<file path="config.mk">
export PLATFORM = sky130hd
export DESIGN_NAME = rda_addsub_pipe
export DESIGN_NICKNAME = d
export VERILOG_FILES = /design/src/rtl/rda_pkg.sv /design/src/rtl/rda_prefix_seg.sv /design/src/rtl/rda_addsub_pipe.sv
export SDC_FILE = /design/constraint.sdc
export NUM_CORES = 1
export LEC_CHECK = 0
export CORE_ASPECT_RATIO = 1.25
export CORE_MARGIN = 1
export CORE_UTILIZATION = 40
export DETAILED_ROUTE_END_ITERATION = 7
export SLEW_MARGIN = 20
export SYNTH_ARGS = -nofsm -noshare
export SYNTH_HDL_FRONTEND = slang
export SYNTH_SLANG_ARGS = --single-unit
</file>
<file path="constraint.sdc">
create_clock -name clk -period 1.8 [get_ports clk]
set_input_delay 0.36 -clock clk [delete_from_list [all_inputs] [get_ports clk]]
set_output_delay 0.36 -clock clk [all_outputs]
set_load 0.01 [all_outputs]
</file>
<file path="src/rtl/rda_pkg.sv">
// Shared types and helpers for the recursive-doubling (KPG prefix) adder/subtractor.
// Each carry-status digit is 2 bits: {generate, propagate}.
package rda_pkg;

    typedef logic [1:0] kpg_t;

    localparam kpg_t KPG_K = 2'b00;
    localparam kpg_t KPG_P = 2'b01;
    localparam kpg_t KPG_G = 2'b10;

    // A propagating upper span passes the lower span's status through; otherwise it dominates.
    function automatic kpg_t kpg_combine(input kpg_t hi, input kpg_t lo);
        return (hi == KPG_P) ? lo : hi;
    endfunction

    // Number of doubling levels needed to resolve WIDTH+1 positions.
    function automatic int rda_levels(input int width);
        return $clog2(width + 1);
    endfunction

    function automatic int rda_nseg(input int width, input int lps);
        return (rda_levels(width) + lps - 1) / lps;
    endfunction

endpackage

</file>
<file path="src/rtl/rda_prefix_seg.sv">
// One combinational group of Kogge-Stone doubling levels over WIDTH+1 KPG positions.
// Level FIRST_LVL+l combines each position with the one 2**(FIRST_LVL+l) below it.
module rda_prefix_seg
    import rda_pkg::*;
#(
    parameter int WIDTH     = 32,
    parameter int FIRST_LVL = 0,
    parameter int NLVL      = 2
) (
    input  kpg_t [WIDTH:0] y_in,
    output kpg_t [WIDTH:0] y_out
);

    kpg_t [WIDTH:0] acc;
    kpg_t [WIDTH:0] prev;

    // Positions below the doubling distance already span back to position 0 and pass through.
    always_comb begin
        acc  = y_in;
        prev = y_in;
        for (int l = 0; l < NLVL; l++) begin
            prev = acc;
            for (int p = (1 << (FIRST_LVL + l)); p < WIDTH + 1; p++) begin
                acc[p] = kpg_combine(prev[p], prev[p - (1 << (FIRST_LVL + l))]);
            end
        end
    end

    assign y_out = acc;

endmodule

</file>
<file path="src/rtl/rda_addsub_pipe.sv">
// Pipelined recursive-doubling adder/subtractor with a global valid/ready stall.
// Stages: operand register, one register per prefix segment, result register.
module rda_addsub_pipe
    import rda_pkg::*;
#(
    parameter int WIDTH = 32,
    parameter int LPS   = 2
) (
    input  logic             clk,
    input  logic             rst,
    input  logic             in_valid,
    output logic             in_ready,
    input  logic [WIDTH-1:0] a,
    input  logic [WIDTH-1:0] b,
    input  logic             cin,
    input  logic             sub,
    output logic             out_valid,
    input  logic             out_ready,
    output logic [WIDTH-1:0] sum,
    output logic             cout,
    output logic             ovf
);

    localparam int NLEV = rda_levels(WIDTH);
    localparam int NSEG = rda_nseg(WIDTH, LPS);

    logic adv;

    // Operand stage
    logic             in_vld_reg;
    logic [WIDTH-1:0] a_reg;
    logic [WIDTH-1:0] bx_reg;
    logic             c0_reg;

    // Prefix segment stages
    logic [NSEG-1:0]  seg_vld_reg;
    kpg_t [WIDTH:0]   seg_kpg_reg [NSEG];
    logic [WIDTH-1:0] seg_p_reg   [NSEG];

    // Result stage
    logic             out_vld_reg;
    logic [WIDTH-1:0] sum_reg;
    logic             cout_reg;
    logic             ovf_reg;

    kpg_t [WIDTH:0]   kpg0;
    logic [WIDTH-1:0] p0;
    kpg_t [WIDTH:0]   seg_in  [NSEG];
    kpg_t [WIDTH:0]   seg_out [NSEG];

    kpg_t [WIDTH:0]   y_fin;
    logic [WIDTH-1:0] carry;
    logic [WIDTH-1:0] sum_next;
    logic             cout_next;
    logic             ovf_next;

    // One stall signal freezes every stage, so the output holds until taken.
    assign adv      = !out_vld_reg || out_ready;
    assign in_ready = adv;

    // Position 0 carries the carry-in; position i+1 describes operand bit i.
    always_comb begin
        kpg0    = '0;
        kpg0[0] = c0_reg ? KPG_G : KPG_K;
        for (int i = 0; i < WIDTH; i++) begin
            kpg0[i + 1] = {a_reg[i] & bx_reg[i], a_reg[i] ^ bx_reg[i]};
        end
    end

    assign p0 = a_reg ^ bx_reg;

    genvar gi;
    for (gi = 0; gi < NSEG; gi++) begin : g_seg
        localparam int FIRST = gi * LPS;
        localparam int NL    = ((NLEV - FIRST) < LPS) ? (NLEV - FIRST) : LPS;

        if (gi == 0) begin : g_head
            assign seg_in[gi] = kpg0;
        end else begin : g_tail
            assign seg_in[gi] = seg_kpg_reg[gi - 1];
        end

        rda_prefix_seg #(
            .WIDTH     (WIDTH),
            .FIRST_LVL (FIRST),
            .NLVL      (NL)
        ) u_seg (
            .y_in  (seg_in[gi]),
            .y_out (seg_out[gi])
        );
    end

    // After all levels every position is resolved to G or K relative to position 0.
    always_comb begin
        y_fin = seg_kpg_reg[NSEG - 1];
        carry = '0;
        for (int i = 0; i < WIDTH; i++) begin
            carry[i] = (y_fin[i] == KPG_G);
        end
        sum_next  = seg_p_reg[NSEG - 1] ^ carry;
        cout_next = (y_fin[WIDTH] == KPG_G);
        ovf_next  = carry[WIDTH - 1] ^ cout_next;
    end

    always_ff @(posedge clk or negedge rst) begin
        if (!rst) begin
            in_vld_reg  <= 1'b0;
            a_reg       <= '0;
            bx_reg      <= '0;
            c0_reg      <= 1'b0;
            seg_vld_reg <= '0;
            for (int s = 0; s < NSEG; s++) begin
                seg_kpg_reg[s] <= '0;
                seg_p_reg[s]   <= '0;
            end
            out_vld_reg <= 1'b0;
            sum_reg     <= '0;
            cout_reg    <= 1'b0;
            ovf_reg     <= 1'b0;
        end else if (adv) begin
            in_vld_reg     <= in_valid;
            a_reg          <= a;
            bx_reg         <= b ^ {WIDTH{sub}};
            c0_reg         <= sub | cin;
            seg_vld_reg[0] <= in_vld_reg;
            seg_kpg_reg[0] <= seg_out[0];
            seg_p_reg[0]   <= p0;
            for (int s = 1; s < NSEG; s++) begin
                seg_vld_reg[s] <= seg_vld_reg[s - 1];
                seg_kpg_reg[s] <= seg_out[s];
                seg_p_reg[s]   <= seg_p_reg[s - 1];
            end
            out_vld_reg <= seg_vld_reg[NSEG - 1];
            sum_reg     <= sum_next;
            cout_reg    <= cout_next;
            ovf_reg     <= ovf_next;
        end
    end

    assign out_valid = out_vld_reg;
    assign sum       = sum_reg;
    assign cout      = cout_reg;
    assign ovf       = ovf_reg;

endmodule

</file>
==> flow_summary.rst <==
.. list-table::
   :header-rows: 1

   * - Metric
     - Value
   * - Number of distinct library cells after synthesis
     - 29
   * - Crit path buffers/inverters
     - 2
   * - Area fraction in and, or, nand and nor cells after synthesis
     - 0.175
   * - Die height
     - 233 microns
   * - Insertion delay to the later sink of the worst-skew pair
     - 550 ps
   * - Number of storage elements in the synthesis netlist
     - 395
   * - Clock root cell
     - sky130_fd_sc_hd__clkbuf_16
   * - Width of the chip
     - 187 microns
   * - Initial antenna violation count
     - 0
   * - DRT Wirelength
     - 41800 microns
   * - Area share of fa/ha/maj cells after synthesis
     - 0.0234
   * - Final setup violation count
     - 0
   * - Minimum clock period
     - 1690 ps
   * - Final Net Count
     - 2010
   * - Portion of netlist area occupied by mux cells
     - 0.0194
   * - Std-Cell Core Area
     - 42100 sq um
   * - Power density over cell area
     - 1770 nW/um^2
   * - HPWL after DPL
     - 31100 microns
   * - Routed wirelength normalized by instance count
     - 16.8 microns
   * - Synthesized netlist cell count
     - 1786
   * - Antenna-violating nets left
     - 0
   * - Largest net degree at the start of global routing
     - 104
   * - Initial cell density of the core
     - 0.406
   * - Cell types with the largest area share after synthesis
     - sky130_fd_sc_hd__dfrtp_1 (58%), sky130_fd_sc_hd__nand2_1 (15%), sky130_fd_sc_hd__o21ai_0 (4.3%), sky130_fd_sc_hd__xnor2_1 (3.3%), sky130_fd_sc_hd__a21oi_1 (2.4%)
   * - Kind of capture point of the worst setup path
     - output pin
   * - Combinational family with the most area after synthesis
     - simple AND/OR/NAND/NOR gates
   * - Final worst path period share
     - 0.937
   * - Antenna cells
     - 0
   * - Share of the synthesized area in the top cell type
     - 0.577
   * - Crit path cell chain
     - nor2b_4, inv_8, buf_2
   * - Part of the Yosys area used for sequential elements
     - 0.577
   * - Outcome
     - finished clean
   * - # H-tree levels
     - 2
   * - Number of flip-flops in the largest register
     - 130
   * - Total DRC errors in the routed layout
     - 0
   * - Leakage power summed over all cells
     - 0.00976 uW
   * - Final number of max-transition violations
     - 0
   * - Via total after detailed routing
     - 12500
   * - CP Max Fanout
     - 3
   * - Cell area after synthesis
     - 17100 sq um
   * - Clock skew
     - 24.4 ps
   * - Library cell occupying the most area in the post-synthesis netlist
     - sky130_fd_sc_hd__dfrtp_1
   * - Reported max-cap violation count
     - 0
   * - Total overflow reported by the global router
     - 0
   * - Synth Area in Compound Gates
     - 0.144
   * - Worst path max stage delay
     - 360 ps
   * - Wire length of the first global-routing pass
     - 68400 microns
   * - Worst setup path class
     - reg2out
   * - Clock tree from TritonCTS
     - built
   * - RSZ-0062 raised after global routing
     - false
   * - Total number of yosys warnings
     - 0
   * - Standard cell with the maximum stage delay on the critical path
     - sky130_fd_sc_hd__dfrtp_1
   * - Worst hold-check path type
     - in2async
   * - Clock tree sinks
     - 395
   * - Proportion of layout cells with a drive suffix above 1
     - 0.0698
   * - Worst-Margin Slew
     - 597 ps
   * - Final Util
     - 0.485
   * - Cell type group with the largest total delay on the critical path
     - flip-flops
   * - Buffer depth of the longest clock path
     - 3
   * - Via count of the first global-routing pass
     - 12500
   * - Worst path required time
     - 1440 ps
   * - Worst rel slew slack
     - 0.598
   * - Post-synthesis share of cell area spent on xor and xnor gates
     - 0.0332
   * - Crit path arrival time
     - 1330 ps
   * - Pre-antenna DRT Iters
     - 5
   * - Row count
     - 84
   * - Number of primary I/O pins
     - 106
   * - Synthesized Nets
     - 1888
   * - WP depth
     - 3
   * - Via density
     - 5.03
   * - Worst Reg-to-Reg Cells
     - 4
   * - Hold Fails Final Rpt
     - 0
   * - Register clock-pin slew on the reported worst setup and hold paths
     - 60 ps
   * - Die Footprint
     - 43600 sq um
   * - Count of input and output buffers
     - 105
   * - Number of buffers created by CTS
     - 39
   * - Max VDD drop
     - 0.715 mV
   * - Total power consumption of the routed design
     - 36300 uW
   * - Overall fraction of global-route tracks in use
     - 0.198
   * - Highest clock rate
     - 593 MHz
   * - Final hold slack
     - 300 ps
   * - Initial drt markers
     - 803
   * - Post-synthesis area per instance
     - 9.59 sq um
   * - Final RePlAce weighted congestion
     - 0.880
   * - Area grow syn2layout
     - 19.5%
   * - Startpoint Class
     - flop
layout by cell type, fill, tap and decap left out, drive strengths merged:
cell / n
a211o: 10
a211oi: 20
a21o: 23
a21oi: 81
a31oi: 4
buf: 71
bufinv: 4
clkbuf: 56
clkdlybuf4s50: 67
clkinv: 6
dfrtp: 395
dlygate4sd2: 33
dlygate4sd3: 1
dlymetal6s2s: 2
ha: 32
inv: 2
mux2: 1
mux2i: 32
nand2: 690
nand2b: 2
nand3: 5
nor2: 23
nor2b: 35
nor3: 10
o211ai: 44
o21a: 40
o21ai: 146
o221ai: 1
o31ai: 33
xnor2: 64
xor2: 1
cell usage after synthesis:
master and n:
sky130_fd_sc_hd__a211o_1 10, sky130_fd_sc_hd__a211oi_1 20, sky130_fd_sc_hd__a21o_1 23, sky130_fd_sc_hd__a21oi_1 81, sky130_fd_sc_hd__a31oi_1 4, sky130_fd_sc_hd__buf_1 2
sky130_fd_sc_hd__buf_2 63, sky130_fd_sc_hd__buf_4 13, sky130_fd_sc_hd__buf_6 1, sky130_fd_sc_hd__clkbuf_1 14, sky130_fd_sc_hd__dfrtp_1 395, sky130_fd_sc_hd__ha_1 32
sky130_fd_sc_hd__inv_2 1, sky130_fd_sc_hd__mux2_2 1, sky130_fd_sc_hd__mux2i_1 32, sky130_fd_sc_hd__nand2_1 690, sky130_fd_sc_hd__nand2b_1 2, sky130_fd_sc_hd__nand3_1 5
sky130_fd_sc_hd__nor2_1 23, sky130_fd_sc_hd__nor2b_1 34, sky130_fd_sc_hd__nor2b_4 1, sky130_fd_sc_hd__nor3_1 10, sky130_fd_sc_hd__o211ai_1 44, sky130_fd_sc_hd__o21a_1 40
sky130_fd_sc_hd__o21ai_0 146, sky130_fd_sc_hd__o221ai_1 1, sky130_fd_sc_hd__o31ai_1 33, sky130_fd_sc_hd__xnor2_1 64, sky130_fd_sc_hd__xor2_1 1
layer usage:
metal	vias to the layer above	track usage	part of all wire
li1	6204	-	-
met1	6033	0.267	0.46
met2	239	0.333	0.48
met3	61	0.0239	0.037
met4	0	0.0625	0.024
met5	-	0	0
power breakdown:
group | switching [uW] | leakage (uW) | internal, uW
combinational | 7180 | 0.00415 | 5240
sequential | 2850 | 0.00495 | 12500
clock | 3400 | 0.000659 | 5050
total | 13400 | 0.00976 | 22800
stage by stage:
step / instance area, sq um / setup TNS, ps / worst slack, ps / cells
floorplan: 17100 / 0 / 286 / 1786
global placement: 19200 / -19790 / -177 / 2425
detailed placement: 19200 / -19590 / -172 / 2425
CTS: 20500 / 0 / 1.45 / 2493
global route: 20500 / 0 / 48.2 / 2493
finish: 20500 / 0 / 114 / 2493
area by class of cell:
cell class              instances  area [sq um]
fillers                      4009         21700
flip-flops and latches        395          9880
multi-input cells            1297          6750
repair buffers                174          1780
clock buffers                  56          1160
well taps                     559           699
clock inverters                11           170
inverters                       1          11.3
what timing repair did:
item	4_1_cts	5_1_grt
setup endpoints to repair	34	2
pin swaps	0	0
gates resized for setup	37	2
setup buffers	0	0
endpoints found under the hold margin	26	0
cloned	0	0
hold buffers	1	0
final timing paths:
path / startpoint / endpoint / slack, ps
setup reg to reg: a_reg[22] / seg_in[117] / 190
hold reg to reg: seg_vld_reg[2] / seg_vld_reg[2] / 460
min in group clk: a[21] / a_reg[21] / 330
max in group asynchronous: rst / seg_in[105] / 750
setup / recovery: out_valid / in_ready / 110
hold / removal: rst / seg_in[22] / 300
kinds of logic after synthesis:
family                     count (synthesis)
xor gates and xnor gates                  65
and+or+nand+nor                          765
adders and majority gates                 32
muxes                                     33
buffers and inverters                     94
AOI/OAI and AO/OA                        402
DFF                                      395
worst register-to-register path, stage by stage (launching register included):
cell and delay, ps:
sky130_fd_sc_hd__dfrtp_1 390, sky130_fd_sc_hd__ha_1 430, sky130_fd_sc_hd__mux2i_1 340, sky130_fd_sc_hd__nor3_1 80, sky130_fd_sc_hd__a211o_1 260
(Power assumes the default switching activity.)
